<file path="src/rtl/uart_receiver_pkg.sv">
// Shared definitions for the board UART receive path: bus decode addresses and FSM state type.
package uart_receiver_pkg;

    localparam logic [31:0] uart_rx_data_address   = 32'h0000_8008;
    localparam logic [31:0] uart_rx_status_address = 32'h0000_800C;

    typedef enum logic [1:0] {RX_IDLE, RX_START, RX_DATA, RX_STOP} uart_rx_state_t;

endpackage

</file>
<file path="src/rtl/uart_receiver_sync_fifo.sv">
// Single-clock first-word-fall-through FIFO; head entry is read combinationally from storage.
module sync_fifo #(
    parameter int WIDTH = 8,
    parameter int DEPTH = 8
) (
    input  logic                     clk,
    input  logic                     reset,
    input  logic                     push,
    input  logic                     pop,
    input  logic [WIDTH-1:0]         din,
    output logic [WIDTH-1:0]         dout,
    output logic [$clog2(DEPTH):0]   count,
    output logic                     full,
    output logic                     empty
);

    localparam int AW = $clog2(DEPTH);

    logic [WIDTH-1:0] mem [DEPTH];
    logic [AW-1:0]    wr_ptr;
    logic [AW-1:0]    rd_ptr;
    logic             do_push;
    logic             do_pop;

    assign empty   = (count == '0);
    assign full    = (count == (AW+1)'(DEPTH));
    assign do_pop  = pop && !empty;
    // A pop in the same cycle frees the slot, so a push into a full FIFO still lands.
    assign do_push = push && (!full || do_pop);
    assign dout    = mem[rd_ptr];

    always_ff @(posedge clk) begin
        if (do_push)
            mem[wr_ptr] <= din;
    end

    always_ff @(posedge clk) begin
        if (reset) begin
            wr_ptr <= '0;
            rd_ptr <= '0;
            count  <= '0;
        end else begin
            if (do_push)
                wr_ptr <= wr_ptr + 1'b1;
            if (do_pop)
                rd_ptr <= rd_ptr + 1'b1;
            case ({do_push, do_pop})
                2'b10:   count <= count + 1'b1;
                2'b01:   count <= count - 1'b1;
                default: count <= count;
            endcase
        end
    end

endmodule

</file>
<file path="src/rtl/uart_receiver.sv">
// 8N1 UART receiver: input synchronizer, mid-bit sampling FSM, sticky error flags, FWFT receive FIFO.
module uart_receiver
    import uart_receiver_pkg::*;
#(
    parameter int CLKS_PER_BIT = 104,
    parameter int FIFO_DEPTH   = 8
) (
    input  logic                          clk,
    input  logic                          reset,
    input  logic                          rxd,
    input  logic                          rd_en,
    input  logic                          err_clear,
    output logic [7:0]                    rx_data,
    output logic                          rx_valid,
    output logic [$clog2(FIFO_DEPTH):0]   rx_count,
    output logic                          frame_err,
    output logic                          overrun
);

    localparam int CNT_W = $clog2(CLKS_PER_BIT);
    localparam logic [CNT_W-1:0] BIT_LAST  = CNT_W'(CLKS_PER_BIT - 1);
    localparam logic [CNT_W-1:0] HALF_LAST = CNT_W'(CLKS_PER_BIT / 2 - 1);

    logic           sync_p0;
    logic           sync_p1;
    logic           rxs_prev;
    logic           rxs;
    uart_rx_state_t state;
    logic [CNT_W-1:0] cnt;
    logic [2:0]     bit_idx;
    logic [7:0]     shift_reg;
    logic           push_p;
    logic           stop_bad;
    logic           overrun_evt;
    logic           fifo_full;
    logic           fifo_empty;

    // Stage p0/p1: two-flop synchronizer; flops idle high so reset never fakes a start edge.
    always_ff @(posedge clk) begin
        if (reset) begin
            sync_p0  <= 1'b1;
            sync_p1  <= 1'b1;
            rxs_prev <= 1'b1;
        end else begin
            sync_p0  <= rxd;
            sync_p1  <= sync_p0;
            rxs_prev <= sync_p1;
        end
    end

    assign rxs = sync_p1;

    // Frame FSM: start confirmed at half a bit, data and stop sampled one full bit later each.
    always_ff @(posedge clk) begin
        if (reset) begin
            state   <= RX_IDLE;
            cnt     <= '0;
            bit_idx <= '0;
            push_p  <= 1'b0;
        end else begin
            push_p <= 1'b0;
            case (state)
                RX_IDLE: begin
                    if (!rxs && rxs_prev) begin
                        state <= RX_START;
                        cnt   <= '0;
                    end
                end
                RX_START: begin
                    if (cnt == HALF_LAST) begin
                        cnt     <= '0;
                        bit_idx <= '0;
                        state   <= rxs ? RX_IDLE : RX_DATA;
                    end else begin
                        cnt <= cnt + 1'b1;
                    end
                end
                RX_DATA: begin
                    if (cnt == BIT_LAST) begin
                        cnt       <= '0;
                        shift_reg <= {rxs, shift_reg[7:1]};
                        bit_idx   <= bit_idx + 1'b1;
                        if (bit_idx == 3'd7)
                            state <= RX_STOP;
                    end else begin
                        cnt <= cnt + 1'b1;
                    end
                end
                RX_STOP: begin
                    if (cnt == BIT_LAST) begin
                        cnt    <= '0;
                        push_p <= rxs;
                        state  <= RX_IDLE;
                    end else begin
                        cnt <= cnt + 1'b1;
                    end
                end
                default: state <= RX_IDLE;
            endcase
        end
    end

    assign stop_bad    = (state == RX_STOP) && (cnt == BIT_LAST) && !rxs;
    assign overrun_evt = push_p && fifo_full && !rd_en;

    // Set events are applied after the clear so a coincident event keeps the flag high.
    always_ff @(posedge clk) begin
        if (reset) begin
            frame_err <= 1'b0;
            overrun   <= 1'b0;
        end else begin
            if (err_clear) begin
                frame_err <= 1'b0;
                overrun   <= 1'b0;
            end
            if (stop_bad)
                frame_err <= 1'b1;
            if (overrun_evt)
                overrun <= 1'b1;
        end
    end

    sync_fifo #(
        .WIDTH (8),
        .DEPTH (FIFO_DEPTH)
    ) u_fifo (
        .clk   (clk),
        .reset (reset),
        .push  (push_p),
        .pop   (rd_en),
        .din   (shift_reg),
        .dout  (rx_data),
        .count (rx_count),
        .full  (fifo_full),
        .empty (fifo_empty)
    );

    assign rx_valid = !fifo_empty;

endmodule

</file>
<file path="config.mk">
export PLATFORM = sky130hd
export DESIGN_NAME = uart_receiver
export DESIGN_NICKNAME = d
export VERILOG_FILES = /design/src/rtl/uart_receiver_pkg.sv /design/src/rtl/uart_receiver_sync_fifo.sv /design/src/rtl/uart_receiver.sv
export SDC_FILE = /design/constraint.sdc
export NUM_CORES = 1
export LEC_CHECK = 0
export CAP_MARGIN = 20
export CORE_ASPECT_RATIO = 0.6
export CORE_MARGIN = 2
export CORE_UTILIZATION = 55
export CTS_CLUSTER_DIAMETER = 40
export DETAILED_ROUTE_END_ITERATION = 8
export GPL_TIMING_DRIVEN = 0
export PLACE_DENSITY_LB_ADDON = 0.12
export SLEW_MARGIN = 25
export SYNTH_ARGS = -nofsm -noshare
export SYNTH_HDL_FRONTEND = slang
export SYNTH_SLANG_ARGS = --single-unit
</file>
<file path="constraint.sdc">
create_clock -name clk -period 3.3 [get_ports clk]
set_clock_uncertainty 0.2 [all_clocks]
set_input_delay 0.99 -clock clk [delete_from_list [all_inputs] [get_ports clk]]
set_output_delay 0.99 -clock clk [all_outputs]
set_load 0.1 [all_outputs]
</file>
Word-level counts from Yosys, hierarchy flattened
Memories as Yosys holds them, arrays and structs flattened. A register that Yosys moved wholly into a read port is not among the register bits.
Cells that the tools add are included.
{"block": "word_totals", "ff_bits": 36, "latch_bits": 0, "ram_bits": 64, "rom_bits": 0, "inputBits": 5, "output_inout_bits": 15, "elab_cells": 82, "mem_count": 1}
{"block": "op_classes", "add_sub_neg": 6, "n_mul": 0, "div_mod_pow": 0, "magnitude_cmp": 0, "n_eq_ne": 14, "shift": 0, "n_mux": 22, "bitwise": 3, "reduce_logical": 23}
{"memory": "u_fifo.mem", "depth": 8, "word_bits": 8, "read_ports": 1, "rd_ports_with_merged_regs": 1, "write_ports": 1, "line_no": "uart_receiver_sync_fifo.sv:19", "rtl": "logic [WIDTH-1:0] mem [DEPTH];"}
{"cell": "$mux 7", "count": 3}
{"cell": "$pmux 7 s3", "count": 1}
{"cell": "$mux 2", "count": 6}
{"cell": "$mux 3", "count": 4}
{"cell": "$ne 2x2->1 const B", "count": 5}
{"cell": "$add 3x1->3 const B", "count": 3}
{"cell": "$pmux 2 s4", "count": 1}
{"cell": "$pmux 4 s2", "count": 1}
{"cell": "$reduce_bool 2->1", "count": 4}
{"cell": "$add 7x1->7 const B", "count": 1}
{"cell": "$eq 7x6->1 const B", "count": 1}
{"cell": "$eq 7x7->1 const B", "count": 1}
{"cell": "$logic_and 1x1->1", "count": 7}
{"cell": "$eq 2x2->1 const B", "count": 3}
{"cell": "$pmux 3 s2", "count": 1}
{"cell": "$reduce_and 3->1", "count": 2}
{"cell": "$mux 1", "count": 5}
{"cell": "$reduce_and 5->1", "count": 1}
{"cell": "$add 4x1->4 const B", "count": 1}
{"cell": "$eq 2x1->1 const B", "count": 2}
{"cell": "$eq 4x4->1 const B", "count": 1}
{"cell": "$logic_not 1->1", "count": 4}
{"cell": "$logic_not 4->1", "count": 1}
{"cell": "$sub 4x1->4 const B", "count": 1}
{"cell": "other kinds (6)", "count": 8}

Logic depth before layout (Yosys ltp)
Gate-level depths: netlist (run 1).
{"block": "depth", "depth_word": 7, "ltp_mapped": 11, "mapped_depth_nobuf": 10}

Hierarchy
A second synthesis (run 1) with hierarchy kept.
{"block": "unflattened", "cells_unflattened": 296, "hier_area_um2": 4370.4}
{"mod": "sync_fifo", "n_inst": 1, "cells_each": 179, "area_per_inst_um2": 3215.6, "seq_area_each_um2": 2182.1}
{"mod": "uart_receiver", "n_inst": 1, "cells_each": 117, "area_per_inst_um2": 1154.9, "seq_area_each_um2": 600.6}

Worst setup path after synthesis (run 1)
No wires, ideal clock.
{"block": "synth_timing", "kind": "flip-flop to flip-flop", "startpoint": "register u_fifo.count[1]", "endpoint": "register u_fifo.count[2]", "t_arrival_ns": 3.491, "path_slack_ns": -0.461, "path_stages_with_launch": 12, "period_less_slack_ns": 3.761, "cell_sequence": "dfxtp_1 > clkbuf_1 > or4_1 > nand2_1 > inv_1 > ha_1 > xor2_1 > ha_1 > a21oi_1 > xor2_1 > or3_1 > a21oi_1"}
{"block": "synth_between", "elab_chain_cells": 7}
{"item": "start: declaration", "line_no": "uart_receiver_sync_fifo.sv:12", "rtl": "output logic [$clog2(DEPTH):0] count,"}
{"item": "start signal: assignment", "line_no": "uart_receiver_sync_fifo.sv:48", "rtl": "2'b10: count <= count + 1'b1;"}
{"item": "start signal: assignment", "line_no": "uart_receiver_sync_fifo.sv:49", "rtl": "2'b01: count <= count - 1'b1;"}
{"item": "start signal: assignment", "line_no": "uart_receiver_sync_fifo.sv:50", "rtl": "default: count <= count;"}
{"item": "$logic_not 4->1 *", "line_no": "uart_receiver_sync_fifo.sv:25", "rtl": "assign empty = (count == '0);"}
{"item": "$logic_not 1->1 *"}
{"item": "via rx_valid", "line_no": "uart_receiver.sv:14", "rtl": "output logic rx_valid,"}
{"item": "$logic_and 1x1->1 *", "line_no": "uart_receiver_sync_fifo.sv:27", "rtl": "assign do_pop = pop && !empty;"}
{"item": "via u_fifo.do_pop", "line_no": "uart_receiver_sync_fifo.sv:23", "rtl": "logic do_pop;"}
{"item": "$logic_or 1x1->1", "line_no": "uart_receiver_sync_fifo.sv:29", "rtl": "assign do_push = push && (!full || do_pop);"}
{"item": "$logic_and 1x1->1", "line_no": "uart_receiver_sync_fifo.sv:29"}
{"item": "$eq 2x1->1 or $eq 2x2->1 (tied branches)", "line_no": "uart_receiver_sync_fifo.sv:47", "rtl": "case ({do_push, do_pop})"}
{"item": "$pmux 4 s2 or $reduce_bool 2->1 (tied branches)"}
The timed path passes the listed nets; every way through them passes the cells marked *.
A chain may end at the register's enable or synchronous reset.

Final worst setup path (run 1)
{"block": "layout_timing", "startpoint": "register u_fifo.count[1]", "endpoint": "output rx_valid"}
{"block": "layout_between", "elab_chain_cells": 2}
{"item": "$logic_not 4->1", "line_no": "uart_receiver_sync_fifo.sv:25"}
{"item": "$logic_not 1->1", "line_no": "uart_receiver.sv:138", "rtl": "assign rx_valid = !fifo_empty;"}
{"item": "end: declaration", "line_no": "uart_receiver.sv:14"}
No other way between the ends.

==> results of run 1 <==
## worst max-delay path: cells and delay by family, from the launching register on
kind	cells	cell delay, ps
flip-flops	1	320
AND/OR/NAND/NOR	1	570
buffers and inverters	2	790
## layout make-up
| type | count | area, um2 | area share, % |
|---|---|---|---|
| clock inverters | 6 | 43.79 | 0.9044 |
| plain buffers | 11 | 77.57 | 1.602 |
| well taps | 104 | 130.1 | 2.687 |
| multi-input cells | 167 | 1366 | 28.22 |
| flip-flops and latches | 103 | 2785 | 57.52 |
| inverters | 5 | 23.77 | 0.4910 |
| repair buffers | 20 | 176.4 | 3.643 |
| clock buffers | 10 | 239.0 | 4.935 |
## final timing paths
path | endpoint | cells after the start | from | slack, ps
max reg2reg | u_fifo.count[2]$_SDFFE_PP0P_ | 11 | u_fifo.count[1]$_SDFFE_PP0P_ | 490
min | rxs$_SDFF_PP1_ | 1 | sync_p0$_SDFF_PP1_ | 210
min reg2reg | rxs$_SDFF_PP1_ | 1 | sync_p0$_SDFF_PP1_ | 210
max | rx_valid | 3 | u_fifo.count[1]$_SDFFE_PP0P_ | 80
## layer usage
metal | vias up | track usage [%] | wire [um]
li1 | 1160 | - | -
met1 | 1234 | 33.08 | 3929
met2 | 36 | 27.23 | 3229
met3 | 9 | 5.922 | 255
met4 | 0 | 5.882 | 83
met5 | - | 0 | 0
## power breakdown
| part | internal, mW | switching (mW) | leakage, nW |
|---|---|---|---|
| combinational | 0.0111 | 0.0182 | 0.568 |
| sequential | 1.37 | 0.00264 | 0.898 |
| clock | 0.535 | 0.452 | 0.139 |
## synth_stat cells, types with 3 or more instances
cell	count
nor3_1	10
or3_1	3
mux4_2	16
inv_1	4
nand3_1	8
a21oi_1	16
mux2_2	9
xor2_1	6
or2_2	3
clkbuf_1	7
nand2b_1	7
o21ai_0	7
nor2b_1	5
dfxtp_1	31
ha_1	8
edfxtp_1	72
nand4b_1	3
nand2_1	14
o22ai_1	3
nor2_1	21
## stage by stage
step           total power [mW]  util [%]  hold WS [ps]  instance area (um2)
6_report                  2.387     66.09         211.3                 4842
5_1_grt                   2.464     66.09         243.7                 4842
4_1_cts                   2.405     65.76         213.1                 4818
3_5_place_dp              1.427     62.02         196.6                 4544
3_3_place_gp              1.427     61.70         197.9                 4521
2_1_floorplan             1.414         -         189.5                 4200
## cells by family (layout without fill, tap and decap cells)
| kind of cell | Yosys count | in the layout | share of synthesized area (%) |
|---|---|---|---|
| muxes | 27 | 27 | 11.48 |
| adders and majority gates | 8 | 8 | 2.386 |
| buffers and inverters | 17 | 52 | 1.909 |
| and+or+nand+nor | 88 | 88 | 11.15 |
| xor gates and xnor gates | 6 | 6 | 1.253 |
| AOI/OAI and AO/OA | 38 | 38 | 5.488 |
| DFF | 103 | 103 | 66.33 |
==> impl_metrics.json, run 1 <==
{
  "drt-vias-per-instance": 5.725,
  "synth.top_cells.by_area": "edfxtp_1, dfxtp_1, mux4_2",
  "timing.final.ws_setup_ps": 82.96,
  "timing.final.max_slew_violations": 0,
  "timing.setup.tns_ps": 0,
  "synthDistinctLibCells": 45,
  "data_required_critical_path_ps": 2110,
  "netlist.area_leader.share_pct": 51.54,
  "outcome": "finished clean",
  "post_layout_nonfiller_instances": 426,
  "crit_arrival_ps": 2030,
  "worstSetupStartpointType": "flop",
  "timing.final.hold_violations": 0,
  "cts-htree-levels": 3,
  "number_of_clock_buffers_inserted_by_tritoncts": 9,
  "detailedPlacementHpwl_um": 4999,
  "clkSlewWorstSetupHoldPaths_ps": 70,
  "num_rows": 24,
  "route.vias.total": 2439,
  "clockRootBuffer": "clkbuf_16",
  "critical_path.cell_chain": "clkbuf_1, or4_4, dlygate4sd2_1",
  "critical-path-slowest-cell": "dlygate4sd2_1",
  "powerDensity_nw_per_um2": 492.9,
  "clock.fmax_mhz": 310.8,
  "commonest_cells_after_routing_fill_and_taps_aside": "edfxtp_1, dfxtp_1, nor2_1",
  "worstSkewPairLatency_ps": 340,
  "synth_edf_count": 72,
  "place.gp.congestion": 0.7912,
  "hold_buffers": 0,
  "fillerInstances": 551,
  "grt_setup_unrepaired": "false",
  "grt_pass1_vias": 2370,
  "ir_drop_v": 0.0003286,
  "final_nets": 330,
  "drt_first_iter_violations": 231,
  "post-cts-setup-buffer-count": 0,
  "die-height_um": 71.65,
  "synth_warnings": 0,
  "detailedPlace.worstSlack_ps": -790.2,
  "async_flop_share_pct": 0,
  "library_cell_occupying_the_most_area_in_the_post_synthesis_netlist": "edfxtp_1",
  "syn_inst": 287,
  "timing.final.setup_violations": 0,
  "post_synth_instance_area_um2": 4195,
  "post_cts_repair_resize_count": 55,
  "cts.sink_count": 103,
  "power.static_leakage_nw": 1.606,
  "portBuffers": 19,
  "floorplan.core_area_um2": 7327,
  "final_common_cell": "edfxtp_1",
  "cp_peak_stage_delay_ps": 610,
  "grt_max_degree": 18,
  "detail_route.first_pass.iterations": 4,
  "dp.cells": 411,
  "mappedNetlistNets": 300,
  "wl_per_cell_um": 17.60,
  "grt_remaining_overflow": 0,
  "die_area_um2": 8365,
  "postRouteWirelength_um": 7498,
  "criticalPathCategory": "reg -> out",
  "final_antenna_net_count": 0,
  "drv.max_cap_violation_count": 0,
  "timing.slew.headroom_pct": 35.26,
  "crit_fanout": 8,
  "ys.flop_type": "edfxtp_1",
  "antenna_found_initial": 0,
  "postSynthAreaPerCell_um2": 14.62,
  "floorplan.io_pins": 20,
  "grt.total_usage_pct": 20.56,
  "largest_register_ffs": 64,
  "drt_drc_violations_left": 0,
  "crit_path_end_kind": "primary output",
  "ys_seq_area_share_pct": 66.33,
  "min-delay-path-class": "reg -> reg",
  "area.growth.synth_to_final_pct": 15.42,
  "ys_ff_latch": 103,
  "finalCritPeriodShare_pct": 97.49,
  "die_w_um": 116.8,
  "max-clock-path-buffers": 2,
  "initial_core_util_pct": 57.26,
  "fin_crit_ps": 3217,
  "timing_worst_slew_pin_value_ps": 968.1,
  "layout-drive-gt1-share_pct": 21.43,
  "n_antenna_cell": 0,
  "grt_first_pass_wirelength_um": 12520,
  "tritoncts": "built"
}
Note: power is estimated with default switching activity, not from simulation.
==> inputs of run 2 (changes only) <==
CAP_MARGIN = unset   (was 20)
REMOVE_ABC_BUFFERS = 1   (was unset)
==> impl_metrics.json, run 2 (synthesis gave the netlist of run 1 again) <==
{
  "outcome": "finished clean",
  "crit-reg2reg-capture": "u_fifo.count[2]$_SDFFE_PP0P_",
  "grt_first_pass_wirelength_um": 11900,
  "worst-r2r-cell-count": 10,
  "worst_setup_path_startpoint": "u_fifo.count[0]$_SDFFE_PP0P_",
  "drt_drc_violations_left": 0,
  "detailed_place.area_um2": 4479,
  "layout-drive-gt1-share_pct": 20.45,
  "max-clock-path-buffers": 2,
  "worstSkewPairLatency_ps": 340,
  "antenna_found_initial": 0,
  "ir_drop_v": 0.0003352,
  "drt-vias-per-instance": 5.734,
  "timing.final.setup_violations": 0,
  "final_nets": 322,
  "floorplan.io_pins": 20,
  "crit_fanout": 7,
  "commonest_cells_after_routing_fill_and_taps_aside": "edfxtp_1, dfxtp_1, nor2_1",
  "post-layout-total-power_mw": 2.480,
  "drv.max_cap_violation_count": 0,
  "largest_register_ffs": 64,
  "rrSetupSlack_ps": 600,
  "die-height_um": 71.65,
  "fin_crit_ps": 3190,
  "portBuffers": 19,
  "place.gp.congestion": 0.7667,
  "power.static_leakage_nw": 1.593,
  "wl_per_cell_um": 17.58,
  "finalInstanceArea_um2": 4793,
  "timing_worst_slew_pin_value_ps": 999.1,
  "final_antenna_net_count": 0,
  "cts-htree-levels": 3,
  "detailedPlacementHpwl_um": 4703,
  "final_common_cell": "edfxtp_1",
  "timing.final.max_slew_violations": 0,
  "min-delay-path-class": "reg -> reg",
  "initial_core_util_pct": 57.26,
  "area.growth.synth_to_final_pct": 14.26,
  "cp_peak_stage_delay_ps": 1200,
  "route.vias.total": 2391,
  "die_w_um": 116.8,
  "worstSetupStartpointType": "flop",
  "detail_route.first_pass.iterations": 4,
  "timing.critical_path.max_delay_family": "buffers and inverters",
  "seq_area_um2": 2788,
  "drt_first_iter_violations": 203,
  "crit_path_end_kind": "primary output",
  "grt_pass1_vias": 2245,
  "data_required_critical_path_ps": 2110,
  "clkSlewWorstSetupHoldPaths_ps": 60,
  "critical-path-slowest-cell": "clkdlybuf4s50_1",
  "fillerInstances": 564,
  "grt_max_degree": 33,
  "criticalPathCategory": "reg -> out",
  "postRouteWirelength_um": 7329,
  "n_antenna_cell": 0,
  "hold_buffers": 0,
  "worstSetupEndpoint": "rx_count[0]",
  "tritoncts": "built",
  "worstHoldPathCells": 1,
  "num_rows": 24,
  "crit_arrival_ps": 2000,
  "cts.sink_count": 103,
  "timing.final.hold_violations": 0,
  "number_of_clock_buffers_inserted_by_tritoncts": 9,
  "post_layout_nonfiller_instances": 417,
  "grt_remaining_overflow": 0,
  "floorplan.core_area_um2": 7327,
  "grt_setup_unrepaired": "false",
  "clockRootBuffer": "clkbuf_16",
  "powerDensity_nw_per_um2": 517.4,
  "timing.rr.start": "u_fifo.count[0]$_SDFFE_PP0P_",
  "finalCritPeriodShare_pct": 96.67,
  "multiInputGateArea_um2": 1363,
  "grt.total_usage_pct": 19.73,
  "timing.slew.headroom_pct": 33.19,
  "die_area_um2": 8365,
  "clock.fmax_mhz": 313.5,
  "critical_path.cell_chain": "clkdlybuf4s50_1",
  "cp.depth": 1,
  "cp_num_buf_inv": 1,
  "dp.cells": 399
}
-- run 2: layout make-up --
class,instances,area share [%]
clock buffer,10,4.777
multi-input combinational,167,28.43
tap,104,2.715
clock inverter,5,1.540
timing repair buffer,23,3.889
sequential,103,58.16
inverter,5,0.4960
-- run 2: where the power goes --
| group | internal [mW] | switching [mW] | leakage, nW |
|---|---|---|---|
| registers | 1.37 | 0.00444 | 0.898 |
| clock network | 0.655 | 0.430 | 0.150 |
| logic | 0.00960 | 0.0154 | 0.545 |
| total | 2.03 | 0.449 | 1.59 |
-- run 2: what timing repair did --
item | CTS | global route
buffers inserted | 0 | 3
gates resized for setup | 41 | 5
hold endpoints to repair | 0 | 0
endpoints found under the setup margin | 9 | 31
-- run 2: routing by layer --
metal  global-route usage, %  up-vias  wire [um]
met4                   7.451        0        112
met1                   30.29     1172       3611
met2                   26.85       62       3188
met5                       0        -          0
li1                        -     1147          -
met3                   5.584       10        417
-- run 2: through the flow --
| step | utilization (%) | hold WS, ps | setup WS, ps | setup TNS [ps] |
|---|---|---|---|---|
| finish | 65.42 | 256.4 | 109.9 | 0 |
| global route | 65.42 | 271.1 | 0.3941 | 0 |
| CTS | 64.84 | 263.1 | -157.4 | -157.4 |
| detailed placement | 61.13 | 246.5 | -478.5 | -11410 |
| global placement | 60.86 | 242.2 | -1127 | -30000 |
| floorplan | - | 189.5 | -424.8 | -704.2 |
-- run 2: worst min-delay path by stage --
stage | start | endpoint | slack (ps)
5_1_grt | sync_p0$_SDFF_PP1_ | rxs$_SDFF_PP1_ | 270
4_1_cts | sync_p0$_SDFF_PP1_ | rxs$_SDFF_PP1_ | 260
2_1_floorplan | sync_p0$_SDFF_PP1_ | rxs$_SDFF_PP1_ | 190
3_5_place_dp | sync_p0$_SDFF_PP1_ | rxs$_SDFF_PP1_ | 250
3_3_place_gp | sync_p0$_SDFF_PP1_ | rxs$_SDFF_PP1_ | 240
6_report | sync_p0$_SDFF_PP1_ | rxs$_SDFF_PP1_ | 260
